### src/rtl/execute_e.sv
// Y86-64 execute stage: E pipeline register, ALU, condition codes and jxx/cmov evaluation.
// Optional build macro EXEC_CC_OUT_EN exposes the CC register as cc_o = {ZF,SF,OF}.
module execute_e (
  input  logic        clk_i,
  input  logic        rstn_i,
  input  logic        E_bubble_i,
  input  logic [3:0]  d_stat_i,
  input  logic [3:0]  d_icode_i,
  input  logic [3:0]  d_ifun_i,
  input  logic [63:0] d_valC_i,
  input  logic [63:0] d_valA_i,
  input  logic [63:0] d_valB_i,
  input  logic [3:0]  d_dstE_i,
  input  logic [3:0]  d_dstM_i,
  input  logic [3:0]  d_srcA_i,
  input  logic [3:0]  d_srcB_i,
  input  logic [3:0]  m_stat_i,
  input  logic [3:0]  W_stat_i,
  output logic [3:0]  E_stat_o,
  output logic [3:0]  E_icode_o,
  output logic [63:0] E_valA_o,
  output logic [3:0]  E_dstM_o,
  output logic [3:0]  E_srcA_o,
  output logic [3:0]  E_srcB_o,
  output logic [3:0]  E_dstE_o,
  output logic [63:0] e_valE_o,
  output logic [3:0]  e_dstE_o,
  output logic        e_cnd_o
`ifdef EXEC_CC_OUT_EN
  ,
  output logic [2:0]  cc_o
`endif
);

  localparam logic [3:0] INOP    = 4'h1;
  localparam logic [3:0] IRRMOVQ = 4'h2;
  localparam logic [3:0] IIRMOVQ = 4'h3;
  localparam logic [3:0] IRMMOVQ = 4'h4;
  localparam logic [3:0] IMRMOVQ = 4'h5;
  localparam logic [3:0] IOPQ    = 4'h6;
  localparam logic [3:0] ICALL   = 4'h8;
  localparam logic [3:0] IRET    = 4'h9;
  localparam logic [3:0] IPUSHQ  = 4'hA;
  localparam logic [3:0] IPOPQ   = 4'hB;
  localparam logic [3:0] RNONE   = 4'hF;
  localparam logic [3:0] SAOK    = 4'h1;
  localparam logic [3:0] SHLT    = 4'h2;
  localparam logic [3:0] SADR    = 4'h3;
  localparam logic [3:0] SINS    = 4'h4;
  localparam logic [3:0] ALU_ADD = 4'h0;
  localparam logic [3:0] ALU_SUB = 4'h1;
  localparam logic [3:0] ALU_AND = 4'h2;
  localparam logic [3:0] ALU_XOR = 4'h3;

  logic [3:0]  e_ifun_q;
  logic [63:0] e_valc_q;
  logic [63:0] e_valb_q;
  logic [2:0]  cc_q;   // {ZF,SF,OF}

  // Reset and bubble both load an architectural nop.
  always_ff @(posedge clk_i or negedge rstn_i) begin
    if (!rstn_i) begin
      E_stat_o  <= SAOK;
      E_icode_o <= INOP;
      e_ifun_q  <= 4'h0;
      e_valc_q  <= 64'h0;
      E_valA_o  <= 64'h0;
      e_valb_q  <= 64'h0;
      E_dstE_o  <= RNONE;
      E_dstM_o  <= RNONE;
      E_srcA_o  <= RNONE;
      E_srcB_o  <= RNONE;
    end else if (E_bubble_i) begin
      E_stat_o  <= SAOK;
      E_icode_o <= INOP;
      e_ifun_q  <= 4'h0;
      e_valc_q  <= 64'h0;
      E_valA_o  <= 64'h0;
      e_valb_q  <= 64'h0;
      E_dstE_o  <= RNONE;
      E_dstM_o  <= RNONE;
      E_srcA_o  <= RNONE;
      E_srcB_o  <= RNONE;
    end else begin
      E_stat_o  <= d_stat_i;
      E_icode_o <= d_icode_i;
      e_ifun_q  <= d_ifun_i;
      e_valc_q  <= d_valC_i;
      E_valA_o  <= d_valA_i;
      e_valb_q  <= d_valB_i;
      E_dstE_o  <= d_dstE_i;
      E_dstM_o  <= d_dstM_i;
      E_srcA_o  <= d_srcA_i;
      E_srcB_o  <= d_srcB_i;
    end
  end

  logic [63:0] alu_a;
  logic [63:0] alu_b;
  logic [3:0]  alu_fun;
  logic [63:0] alu_res;
  logic        alu_of;

  always_comb begin
    alu_a = 64'h0;
    unique case (E_icode_o)
      IRRMOVQ, IOPQ:            alu_a = E_valA_o;
      IIRMOVQ, IRMMOVQ, IMRMOVQ: alu_a = e_valc_q;
      ICALL, IPUSHQ:            alu_a = 64'hFFFF_FFFF_FFFF_FFF8;
      IRET, IPOPQ:              alu_a = 64'h0000_0000_0000_0008;
      default:                  alu_a = 64'h0;
    endcase
  end

  always_comb begin
    alu_b = 64'h0;
    unique case (E_icode_o)
      IRMMOVQ, IMRMOVQ, IOPQ, ICALL, IRET, IPUSHQ, IPOPQ: alu_b = e_valb_q;
      default:                                           alu_b = 64'h0;
    endcase
  end

  assign alu_fun = (E_icode_o == IOPQ) ? e_ifun_q : ALU_ADD;

  // Unrecognised function codes fall through to ADD, overflow rule included.
  always_comb begin
    alu_res = alu_b + alu_a;
    alu_of  = (alu_a[63] == alu_b[63]) && (alu_res[63] != alu_a[63]);
    case (alu_fun)
      ALU_SUB: begin
        alu_res = alu_b - alu_a;
        alu_of  = (alu_a[63] != alu_b[63]) && (alu_res[63] != alu_b[63]);
      end
      ALU_AND: begin
        alu_res = alu_b & alu_a;
        alu_of  = 1'b0;
      end
      ALU_XOR: begin
        alu_res = alu_b ^ alu_a;
        alu_of  = 1'b0;
      end
      default: begin
        alu_res = alu_b + alu_a;
        alu_of  = (alu_a[63] == alu_b[63]) && (alu_res[63] != alu_a[63]);
      end
    endcase
  end

  assign e_valE_o = alu_res;

  // Flags are frozen once an exception is visible further down the pipe.
  logic m_exc;
  logic w_exc;
  logic set_cc;
  assign m_exc  = (m_stat_i == SHLT) || (m_stat_i == SADR) || (m_stat_i == SINS);
  assign w_exc  = (W_stat_i == SHLT) || (W_stat_i == SADR) || (W_stat_i == SINS);
  assign set_cc = (E_icode_o == IOPQ) && !m_exc && !w_exc;

  always_ff @(posedge clk_i or negedge rstn_i) begin
    if (!rstn_i)
      cc_q <= 3'b100;
    else if (set_cc)
      cc_q <= {(alu_res == 64'h0), alu_res[63], alu_of};
  end

  logic zf;
  logic sf;
  logic of;
  assign {zf, sf, of} = cc_q;

  always_comb begin
    e_cnd_o = 1'b0;
    case (e_ifun_q)
      4'h0:    e_cnd_o = 1'b1;
      4'h1:    e_cnd_o = (sf ^ of) | zf;
      4'h2:    e_cnd_o = sf ^ of;
      4'h3:    e_cnd_o = zf;
      4'h4:    e_cnd_o = ~zf;
      4'h5:    e_cnd_o = ~(sf ^ of);
      4'h6:    e_cnd_o = ~(sf ^ of) & ~zf;
      default: e_cnd_o = 1'b0;
    endcase
  end

  assign e_dstE_o = ((E_icode_o == IRRMOVQ) && !e_cnd_o) ? RNONE : E_dstE_o;

`ifdef EXEC_CC_OUT_EN
  assign cc_o = cc_q;
`endif

endmodule

### config.mk
export PLATFORM = sky130hd
export DESIGN_NAME = execute_e
export DESIGN_NICKNAME = d
export VERILOG_FILES = /design/src/rtl/execute_e.sv
export SDC_FILE = /design/constraint.sdc
export NUM_CORES = 1
export LEC_CHECK = 0
export CELL_PAD_IN_SITES_DETAIL_PLACEMENT = 0
export CELL_PAD_IN_SITES_GLOBAL_PLACEMENT = 1
export CORE_UTILIZATION = 42
export DETAILED_ROUTE_END_ITERATION = 6
export PLACE_DENSITY_LB_ADDON = 0.2
export SYNTH_ARGS = -nofsm -noshare
export SYNTH_HDL_FRONTEND = slang
export SYNTH_SLANG_ARGS = --single-unit
### constraint.sdc
create_clock -name clk_i -period 14.7 [get_ports clk_i]
set_input_delay 2.94 -clock clk_i [delete_from_list [all_inputs] [get_ports clk_i]]
set_output_delay 2.94 -clock clk_i [all_outputs]
set_load 0.1 [all_outputs]
==> results.toml <==
[run_status]
status = "complete, but fails checks"
failed_checks = "DRC"

[die]
start_util_pct = 42.5
die_h_um = 216
dieArea_um2 = 46700
pin_count = 388
die_w_um = 216
rows = 78
design.core.area_um2 = 45300

[global_routing]
grt_usage_pct = 34.4
grt_pass1_vias = 19700
gr-total-overflow = 0
grt_antenna_before_repair = 5
grt_max_degree = 94
grt_pass1_wl_um = 124000

[route]
first_iter_violations = 2282
antenna_left = 0
drc = 2
first_pass_iters = 7
drt-vias-per-instance = 6.16
drt-wirelength-per-cell_um = 24.9
totalWireLength_um = 82800
dr_total_vias = 20500

[cts]
cts_root_buf = "clkbuf_16"
cts_htree_levels = 1
cts_tree = "yes"
insertion_delay_ps = 580
cts.sinks = 223
cts_made_buffers = 25
clk_path_buf_depth = 3
path_clk_slew_ps = 60
cts_setup_buffers = 0
cts_resized = 0
ctsHoldBuffers = 0

[synthesis]
synth-simple-area-share_pct = 26.7
synth_edf_count = 0
synth_cells = 2416
synthMuxAreaShare_pct = 2.17
synthDistinctLibCells = 91
syn_avg_cell_area_um2 = 7.97
ys_ff_latch = 223
synth_compound_area_share_pct = 25.5
mappedNetlistArea_um2 = 19200
synthArstFlopShare_pct = 100
yosysWarningCount = 0
synthesis.nets = 2777
seq_area_frac_synth_pct = 29.1
synth-xor-area-share_pct = 2.00
ys_dominant_reg_cell = "dfrtp_1"
synth_top_family_by_area = "simple AND/OR/NAND/NOR gates"
synth_fa_ha_area_share_pct = 8.53

[placed_design]
place_ws_ps = 4610
placed_area_um2 = 23500
dpl.hpwl_um = 64100
place_inst = 3278
gp_congestion = 1.04
portBuffers = 387

[hold_path]
whs_endpoint = "cc_q[1]"
hp-start = "cc_q[1]"
hold_depth = 1
min_path_type = "register to register"

[finish]
regArea_um2 = 5610
final_cell_mix = "385 x clkdlybuf4s50_1, 296 x nor2b_1, 203 x dfrtp_1, 186 x nor2_1, 185 x a21oi_1"
final_cells = 3322
layout_commonest_cell = "clkdlybuf4s50_1"
fin_nets = 3066
fin_util_pct = 53.8
multi_input_area_um2 = 12500
final_area_um2 = 24300
area_delta_synth_final_pct = 26.5
drive_gt1_share_pct = 5.95
fill_cells = 4310

[timing]
whs_ps = 536
setup_slack_ps = 3900
min_period_ps = 10800
tns_ps = 0
max-slew-margin-rel_pct = 19.6
worst_pin_slew_ps = 1180
rsz0062_at_grt = "false"
drv_slew = 0
fin_worst_skew_ps = 17.0
final.period_utilization_pct = 73.4
setup_violations = 0
hold_violations = 0
max_clock_freq_ghz = 0.0926

[power_and_ir_drop]
total_power_mw = 2.20
power_density_nw_per_um2 = 90.3
peakVddDrop_mv = 0.102
p_leak_nw = 9.96

[critical_path]
cp_data_arrival_time_ps = 7860
reg2reg_from = "E_icode_o[3]"
critPathKind = "register to output port"
crit_chain = "nor2b_1 > nor2b_4 > buf_4 > a221o_1 > ha_1 > nor4_1 > nand4_1 > nor2_1 > nand2_1 > a21oi_1 > nor2_1 > o31ai_1 > nor3_1 > a2111oi_0 > clkdlybuf4s50_1"
rr_worst_depth = 17
crit_family = "simple AND/OR/NAND/NOR gates"
cp_num_buf_inv = 2
reg2reg_slack_ps = 7410
crit_path_max_incr_delay_ps = 1310
worstPathRequired_ps = 11760
start_kind = "register"
timing.rr.end = "cc_q[2]"
slowest_stage = "clkdlybuf4s50_1"
crit_top_cell = "nor2_1"
cp-end-kind = "output port"
cp_max_fo = 33

[flow_run]
max_cap_viol_count = 0
[worst max path at each step]
stage                         to          from  slack [ps]  cells past startpoint
global placement    e_valE_o[59]  E_icode_o[3]        4770                     14
global route        e_valE_o[63]  E_icode_o[3]        3560                     15
detailed placement  e_valE_o[49]  E_icode_o[3]        4610                     15
finish              e_valE_o[49]  E_icode_o[3]        3900                     15
CTS                 e_valE_o[49]  E_icode_o[3]        3980                     15
floorplan           e_valE_o[49]  E_icode_o[2]        2660                     16
[flip-flops by register name, indices dropped and copies added (netlist names)]
register and count:
E_valA_o 64, e_valb_q 64, e_ifun_q 4, E_stat_o 4, e_valc_q 64, E_srcA_o 4
E_icode_o 4, E_dstE_o 4, E_dstM_o 4, E_srcB_o 4, cc_q 3
[worst register-to-register path: stages (launching register included)]
cell and delay [ps]:
dfrtp_1 510, nor2b_1 390, nor2b_4 810, buf_4 510, a221o_1 210, ha_1 570, nand2_1 220, nor4_1 890
nand4_1 180, nor2_1 110, o21ai_1 110, a21oi_1 350, nor2_1 90, a211oi_1 360, nand3_1 290, nor4b_1 690
nand4_1 360, o41ai_2 540
[synthesized netlist by cell type, types with 6 or more instances]
library cell	n	area share, %
dfrtp_1	204	27
o211ai_1	22	0.86
nor4_1	41	1.3
o22ai_1	19	0.62
buf_2	11	0.29
ha_1	128	8.3
nand2b_1	18	0.59
xor2_1	7	0.32
and2_1	8	0.26
dfstp_2	19	2.6
xnor2_1	37	1.7
o21bai_1	24	0.94
a22oi_1	9	0.35
o221ai_1	17	0.77
nand4_1	29	0.94
mux2_2	6	0.35
o31ai_1	36	1.4
a21boi_0	6	0.23
nand3_1	47	1.2
a221oi_1	27	1.2
a211oi_1	19	0.74
and3_1	15	0.49
nand2_1	155	3.0
clkbuf_1	134	2.6
mux2i_1	35	1.8
or3_1	15	0.49
a221o_1	61	3.2
a21o_1	26	1.0
nor2b_1	297	9.7
a211o_1	14	0.64
or4_1	13	0.51
nor2_1	189	3.7
o41ai_1	6	0.27
or2_2	35	1.1
o2111ai_1	6	0.27
o21ai_1	9	0.23
inv_1	136	2.7
o21a_1	17	0.66
buf_1	10	0.20
o21ai_0	119	3.1
nor3_1	75	2.0
a31oi_1	23	0.75
a21oi_1	186	4.8
[kinds of logic (layout without fill, tap and decap cells)]
group,after synthesis,count (layout)
AND/OR/NAND/NOR,968,968
multiplexers,41,41
XOR/XNOR,44,44
buffers and inverters,298,603
flip-flops,223,223
adder cells (fa/ha/maj),130,130
AO/OA/AOI/OAI,712,712
other,0,1
[layout make-up]
type                            instances  area share [%]
Sequential cell                       223            23.0
Tap cell                              600            3.08
Clock buffer                           37            3.08
Inverter                              140            2.16
Timing Repair Buffer                  420            17.0
Antenna cell                            1          0.0103
Clock inverter                          6           0.180
Multi-Input combinational cell       1895            51.5
[power breakdown]
| group | switching (mW) | leakage [nW] | internal (mW) | total, mW |
|---|---|---|---|---|
| Combinational | 0.641 | 6.74 | 0.282 | 0.923 |
| Clock | 0.260 | 0.397 | 0.351 | 0.611 |
| Sequential | 0.0176 | 2.83 | 0.648 | 0.665 |
| Total | 0.919 | 9.96 | 1.28 | 2.20 |
[per-layer routing]
layer	up-vias	wire length (um)	part of all wire, %	global-route usage, %
met1	9867	36500	44	48.8
met4	4	2920	3.5	11.2
li1	9320	-	-	-
met3	157	7130	8.6	5.60
met5	-	26	0.031	0
met2	1123	36200	44	53.2
Power figures use the tool's default switching activity.
